==> src/rtl/rcc_switch_ctrl.sv <==
// Request-side sequencer for the three-clock glitch-free system clock switch.
// Accepts a source select, waits for the oscillator to be ready, drives rcc_cr and settles.
module rcc_switch_ctrl #(
    parameter int SETTLE_CYCLES = 2048,
    parameter int RDY_TIMEOUT   = 4096,
    parameter int SYNC_STAGES   = 2
) (
    input  logic       clk_10M,
    input  logic       rst_n,
    input  logic       req_valid,
    input  logic [1:0] req_sel,
    output logic       req_ready,
    input  logic [2:0] osc_rdy,
    output logic [1:0] rcc_cr,
    output logic [1:0] cur_sel,
    output logic       busy,
    output logic       done,
    output logic       err,
    output logic [1:0] err_code
);

    localparam int CNT_MAX = (SETTLE_CYCLES > RDY_TIMEOUT) ? SETTLE_CYCLES : RDY_TIMEOUT;
    localparam int CNT_W   = $clog2(CNT_MAX);
    localparam logic [CNT_W-1:0] SETTLE_LAST  = CNT_W'(SETTLE_CYCLES - 1);
    localparam logic [CNT_W-1:0] TIMEOUT_LAST = CNT_W'(RDY_TIMEOUT - 1);

    typedef enum logic [1:0] {
        IDLE     = 2'd0,
        CHECK    = 2'd1,
        WAIT_RDY = 2'd2,
        SWITCH   = 2'd3
    } state_t;

    state_t           state, state_nx;
    logic [1:0]       tgt, tgt_nx;
    logic [CNT_W-1:0] cnt, cnt_nx;
    logic [1:0]       rcc_cr_nx;
    logic [1:0]       cur_sel_nx;
    logic             done_nx;
    logic             err_nx;
    logic [1:0]       err_code_nx;
    logic             fallback;

    logic [1:0]       sync_q [SYNC_STAGES];
    logic [3:0]       rdy_s;
    logic             unused_osc10m;

    // The 10 MHz oscillator is the block clock itself, so its ready bit is meaningless.
    assign unused_osc10m = osc_rdy[0];

    always_ff @(posedge clk_10M or negedge rst_n) begin
        if (!rst_n) begin
            for (int i = 0; i < SYNC_STAGES; i++) begin
                sync_q[i] <= '0;
            end
        end else begin
            sync_q[0] <= osc_rdy[2:1];
            for (int i = 1; i < SYNC_STAGES; i++) begin
                sync_q[i] <= sync_q[i-1];
            end
        end
    end

    // Bit 3 pads the illegal code so every 2-bit index stays in range.
    assign rdy_s = {1'b0, sync_q[SYNC_STAGES-1], 1'b1};

    assign req_ready = (state == IDLE);
    assign busy      = ~req_ready;

    assign fallback = ((cur_sel != 2'b00) && !rdy_s[cur_sel]) ||
                      ((state == SWITCH) && !rdy_s[tgt]);

    always_comb begin
        state_nx    = state;
        tgt_nx      = tgt;
        cnt_nx      = cnt;
        rcc_cr_nx   = rcc_cr;
        cur_sel_nx  = cur_sel;
        done_nx     = 1'b0;
        err_nx      = 1'b0;
        err_code_nx = err_code;

        case (state)
            IDLE: begin
                if (req_valid) begin
                    tgt_nx   = req_sel;
                    cnt_nx   = '0;
                    state_nx = CHECK;
                end
            end
            CHECK: begin
                cnt_nx = '0;
                if (tgt == 2'b11) begin
                    err_nx      = 1'b1;
                    err_code_nx = 2'b01;
                    state_nx    = IDLE;
                end else if (tgt == cur_sel) begin
                    done_nx  = 1'b1;
                    state_nx = IDLE;
                end else begin
                    state_nx = WAIT_RDY;
                end
            end
            WAIT_RDY: begin
                if (rdy_s[tgt]) begin
                    rcc_cr_nx = tgt;
                    cnt_nx    = '0;
                    state_nx  = SWITCH;
                end else if (cnt == TIMEOUT_LAST) begin
                    err_nx      = 1'b1;
                    err_code_nx = 2'b10;
                    cnt_nx      = '0;
                    state_nx    = IDLE;
                end else begin
                    cnt_nx = cnt + CNT_W'(1);
                end
            end
            SWITCH: begin
                if (cnt == SETTLE_LAST) begin
                    cur_sel_nx = tgt;
                    done_nx    = 1'b1;
                    cnt_nx     = '0;
                    state_nx   = IDLE;
                end else begin
                    cnt_nx = cnt + CNT_W'(1);
                end
            end
            default: begin
                state_nx = IDLE;
            end
        endcase

        // Losing the active or incoming source overrides whatever the FSM decided.
        if (fallback) begin
            rcc_cr_nx   = 2'b00;
            cur_sel_nx  = 2'b00;
            done_nx     = 1'b0;
            err_nx      = 1'b1;
            err_code_nx = 2'b11;
            cnt_nx      = '0;
            state_nx    = IDLE;
        end
    end

    always_ff @(posedge clk_10M or negedge rst_n) begin
        if (!rst_n) begin
            state    <= IDLE;
            tgt      <= 2'b00;
            cnt      <= '0;
            rcc_cr   <= 2'b00;
            cur_sel  <= 2'b00;
            done     <= 1'b0;
            err      <= 1'b0;
            err_code <= 2'b00;
        end else begin
            state    <= state_nx;
            tgt      <= tgt_nx;
            cnt      <= cnt_nx;
            rcc_cr   <= rcc_cr_nx;
            cur_sel  <= cur_sel_nx;
            done     <= done_nx;
            err      <= err_nx;
            err_code <= err_code_nx;
        end
    end

endmodule

==> config.mk <==
export PLATFORM = sky130hd
export DESIGN_NAME = rcc_switch_ctrl
export DESIGN_NICKNAME = d
export VERILOG_FILES = /design/src/rtl/rcc_switch_ctrl.sv
export SDC_FILE = /design/constraint.sdc
export NUM_CORES = 1
export LEC_CHECK = 0
export CORE_MARGIN = 2
export CORE_UTILIZATION = 45
export DETAILED_ROUTE_END_ITERATION = 6
export DONT_BUFFER_PORTS = 1
export HOLD_SLACK_MARGIN = 0.05
export PLACE_DENSITY = 0.62
export SYNTH_ARGS = -nofsm -noshare
export SYNTH_HDL_FRONTEND = slang
export SYNTH_SLANG_ARGS = --single-unit
==> constraint.sdc <==
create_clock -name clk_10M -period 2.92 [get_ports clk_10M]
set_clock_uncertainty 0.2 [all_clocks]
set_input_delay 0.876 -clock clk_10M [delete_from_list [all_inputs] [get_ports clk_10M]]
set_output_delay 0.876 -clock clk_10M [all_outputs]
set_load 0.02 [all_outputs]
==> parameters.txt <==
Parameter                              Value

Status
  Outcome    completed

Clocking
  Count of clock tree sinks    28
  CTS Root Buffer Type    sky130_fd_sc_hd__clkbuf_4
  CTS H-tree lvls    1
  CTS Buffer Depth    2
  Number of buffers inserted by post-CTS setup repair    0
  Resize count post-CTS    0
  TritonCTS clock tree    built
  Clock transition at the registers of the reported paths    0.15 ns
  Number of buffers created by CTS    3
  Insertion delay to the later sink of the worst-skew pair    0.32 ns
  Cts hold-fix bufs    1

Critical path
  Critical Path Source Type    flop
  Worst Path Class, Setup    flop to flop
  Largest fanout of any net on the critical path    6
  WP data required    2.94 ns
  Data arrival, critical path    2.51 ns
  Critical Path Sink Type    flop

Place
  Detailed Place HPWL    2490 microns
  Final Wtd Congestion    0.814
  Placed Instance Area    0.00168 sq mm
  Number of port buffers    0
  Pre-CTS setup slack    0.443 ns

Final layout
  Sequential Area    701 sq um
  Commonest cells after routing, fill and taps aside    sky130_fd_sc_hd__dfrtp_1, sky130_fd_sc_hd__nor2_1, sky130_fd_sc_hd__nand2_1
  Most common cell after layout, fill and taps aside    sky130_fd_sc_hd__dfrtp_1
  Area added between synthesis and finish    7.44%
  Number of antenna cells inserted    0
  Layout fillers    318
  Final core utilization    0.512
  Multi-input gate area in the final layout    850 sq um
  Layout Nets    189
  Final cell area excluding filler cells    0.00174 sq mm
  Layout cells sized above 1    0.137

Timing
  Final setup viols    0
  Fin crit share    0.851
  Unrepaired setup endpoints after global routing    false
  Final TNS setup    0 ns
  Minimum setup slack in the final design    0.435 ns
  Top achievable clock speed    0.402 GHz
  Number of hold-slack violations in the final timing report    0
  Worst rel slew slack    0.699
  Shortest clock period the worst path allows after layout    2.48 ns
  Final Max Slew Viols    0
  Transition time at the pin with the least slew margin    0.450 ns

Floorplan
  Height of the die    63.9 microns
  Floorplan row count    21
  Die area    0.00408 sq mm
  Core Region    0.00339 sq mm
  Die width    63.9 microns
  Effective utilization at floorplan    0.477
  Top-level I/O count    18

Pwr
  Final Power    1.25 mW
  PwrDens    718 mW/mm^2
  LEAKAGE    0.793 nW
  Largest vdd supply drop    0.000312 V

Synth
  Synth async-reset ratio    1.00
  Syn. warnings    0
  Gate count after technology mapping    171
  Synthesized flop and latch total    28
  Synthesized area    0.00162 sq mm
  Count of different cell masters after synthesis    46
  Sequential element share of the synthesized area    0.434
  Post-synth top flop    sky130_fd_sc_hd__dfrtp_1
  Synthesized area divided by synthesized cell count    9.45 sq um
  Post-synth EDFFs    0
  Synthesized net count    184

Global routing
  First-pass GRT wire length    6010 microns
  GRT Resource Usage Total    0.182
  Maximum number of pins on one net before global-route repair    29
  Final global-route overflow total    0
  Number of antenna violations at the first check in global routing    0
  Vias in the first global route    1282

Drt
  Detailed Route Iter0 Violations    76
  Initial DRT Pass Iterations    4
  DR vias/cell    5.90
  Post-detailed-route DRC marker count    0
  WL final    3410 microns
  Avg WL per Cell    15.4 microns
  Antenna-violating nets left    0
  Number of vias in the routed layout    1303

Worst hold path
  Hold/Removal Path Class    input port to asynchronous set/reset pin

Job
  Max-Cap Viols    0
## final cells by class
class	count	area share
flip-flops and latches	28	0.404
multi-input cells	129	0.490
well taps	46	0.0332
inverters	7	0.0151
repair buffers	7	0.0375
clock buffers	4	0.0209
## state kept, by name (all words and copies together) (netlist names)
name	cells
cnt	12
cur_sel	2
done	1
err	1
err_code	2
rcc_cr	2
rdy_s	2
state	2
sync_q	2
tgt	2
## synth_stat cells (2+ instances only)
master                      instances  area [sq um]
sky130_fd_sc_hd__nor3_1             6          30.0
sky130_fd_sc_hd__or2_2              3          18.8
sky130_fd_sc_hd__nand3_1            5          25.0
sky130_fd_sc_hd__nor4_1             3          18.8
sky130_fd_sc_hd__nand2_1           14          52.6
sky130_fd_sc_hd__a221o_1            2          20.0
sky130_fd_sc_hd__nor2b_1            4          25.0
sky130_fd_sc_hd__o21ai_0            8          40.0
sky130_fd_sc_hd__dfrtp_1           28           701
sky130_fd_sc_hd__nand2b_1           4          25.0
sky130_fd_sc_hd__mux2i_1            4          40.0
sky130_fd_sc_hd__ha_1               5          62.6
sky130_fd_sc_hd__inv_1              7          26.3
sky130_fd_sc_hd__mux2_2             3          33.8
sky130_fd_sc_hd__and3_2             2          15.0
sky130_fd_sc_hd__o31ai_1            9          67.6
sky130_fd_sc_hd__nor2_1            17          63.8
sky130_fd_sc_hd__nand4_1            2          12.5
sky130_fd_sc_hd__a2bb2oi_1          2          17.5
sky130_fd_sc_hd__a21oi_1            6          30.0
sky130_fd_sc_hd__and3_1             2          12.5
sky130_fd_sc_hd__clkbuf_1           4          15.0
sky130_fd_sc_hd__a22o_1             8          70.1
## final timing paths
| kind | from | endpoint | slack, ns | cells past startpoint |
|---|---|---|---|---|
| max | cnt[0] | cnt[9] | 0.44 | 7 |
| min | rst_n | state[1] | 0.14 | 1 |
| max reg2reg | cnt[0] | cnt[9] | 0.44 | 7 |
| min reg2reg | sync_q[3] | rdy_s[2] | 0.17 | 0 |
| max in group asynchronous | rst_n | cnt[3] | 2.21 | 1 |
| min in group clk_10M | sync_q[3] | rdy_s[2] | 0.17 | 0 |
## through the flow
step / instances / hold WS (ns)
detailed placement: 216 / 0.143
finish: 221 / 0.145
global route: 221 / 0.120
floorplan: 171 / 0.131
CTS: 221 / 0.144
global placement: 216 / 0.135
## routing by layer
layer | track usage | wire length, microns
met5 | 0 | 0
met4 | 0.0408 | 23
met3 | 0.0387 | 163
met2 | 0.288 | 1580
met1 | 0.256 | 1650
## cell families after synthesis
kind of cell,after synthesis,synth area share
AO/OA/AOI/OAI,46,0.208
XOR/XNOR,1,0.00542
buffers and inverters,14,0.0403
AND/OR/NAND/NOR,70,0.228
flip-flops,28,0.434
multiplexers,7,0.0457
adder cells (fa/ha/maj),5,0.0387
## report_power, final
group | leakage, nW | total [mW] | internal (mW) | switching (mW)
clock network | 0.0210 | 0.189 | 0.0762 | 0.113
registers | 0.366 | 0.595 | 0.459 | 0.136
logic | 0.406 | 0.462 | 0.198 | 0.264
total | 0.793 | 1.25 | 0.734 | 0.512
## critical path: stages, from the launching register on
cell                       delay [ns]
sky130_fd_sc_hd__dfrtp_1         0.42
sky130_fd_sc_hd__ha_1            0.21
sky130_fd_sc_hd__nand3_1         0.11
sky130_fd_sc_hd__or4_4           0.56
sky130_fd_sc_hd__o211ai_2        0.35
sky130_fd_sc_hd__nor3_2          0.09
sky130_fd_sc_hd__buf_4           0.16
sky130_fd_sc_hd__a221o_1         0.28
(Power assumes the default switching activity.)
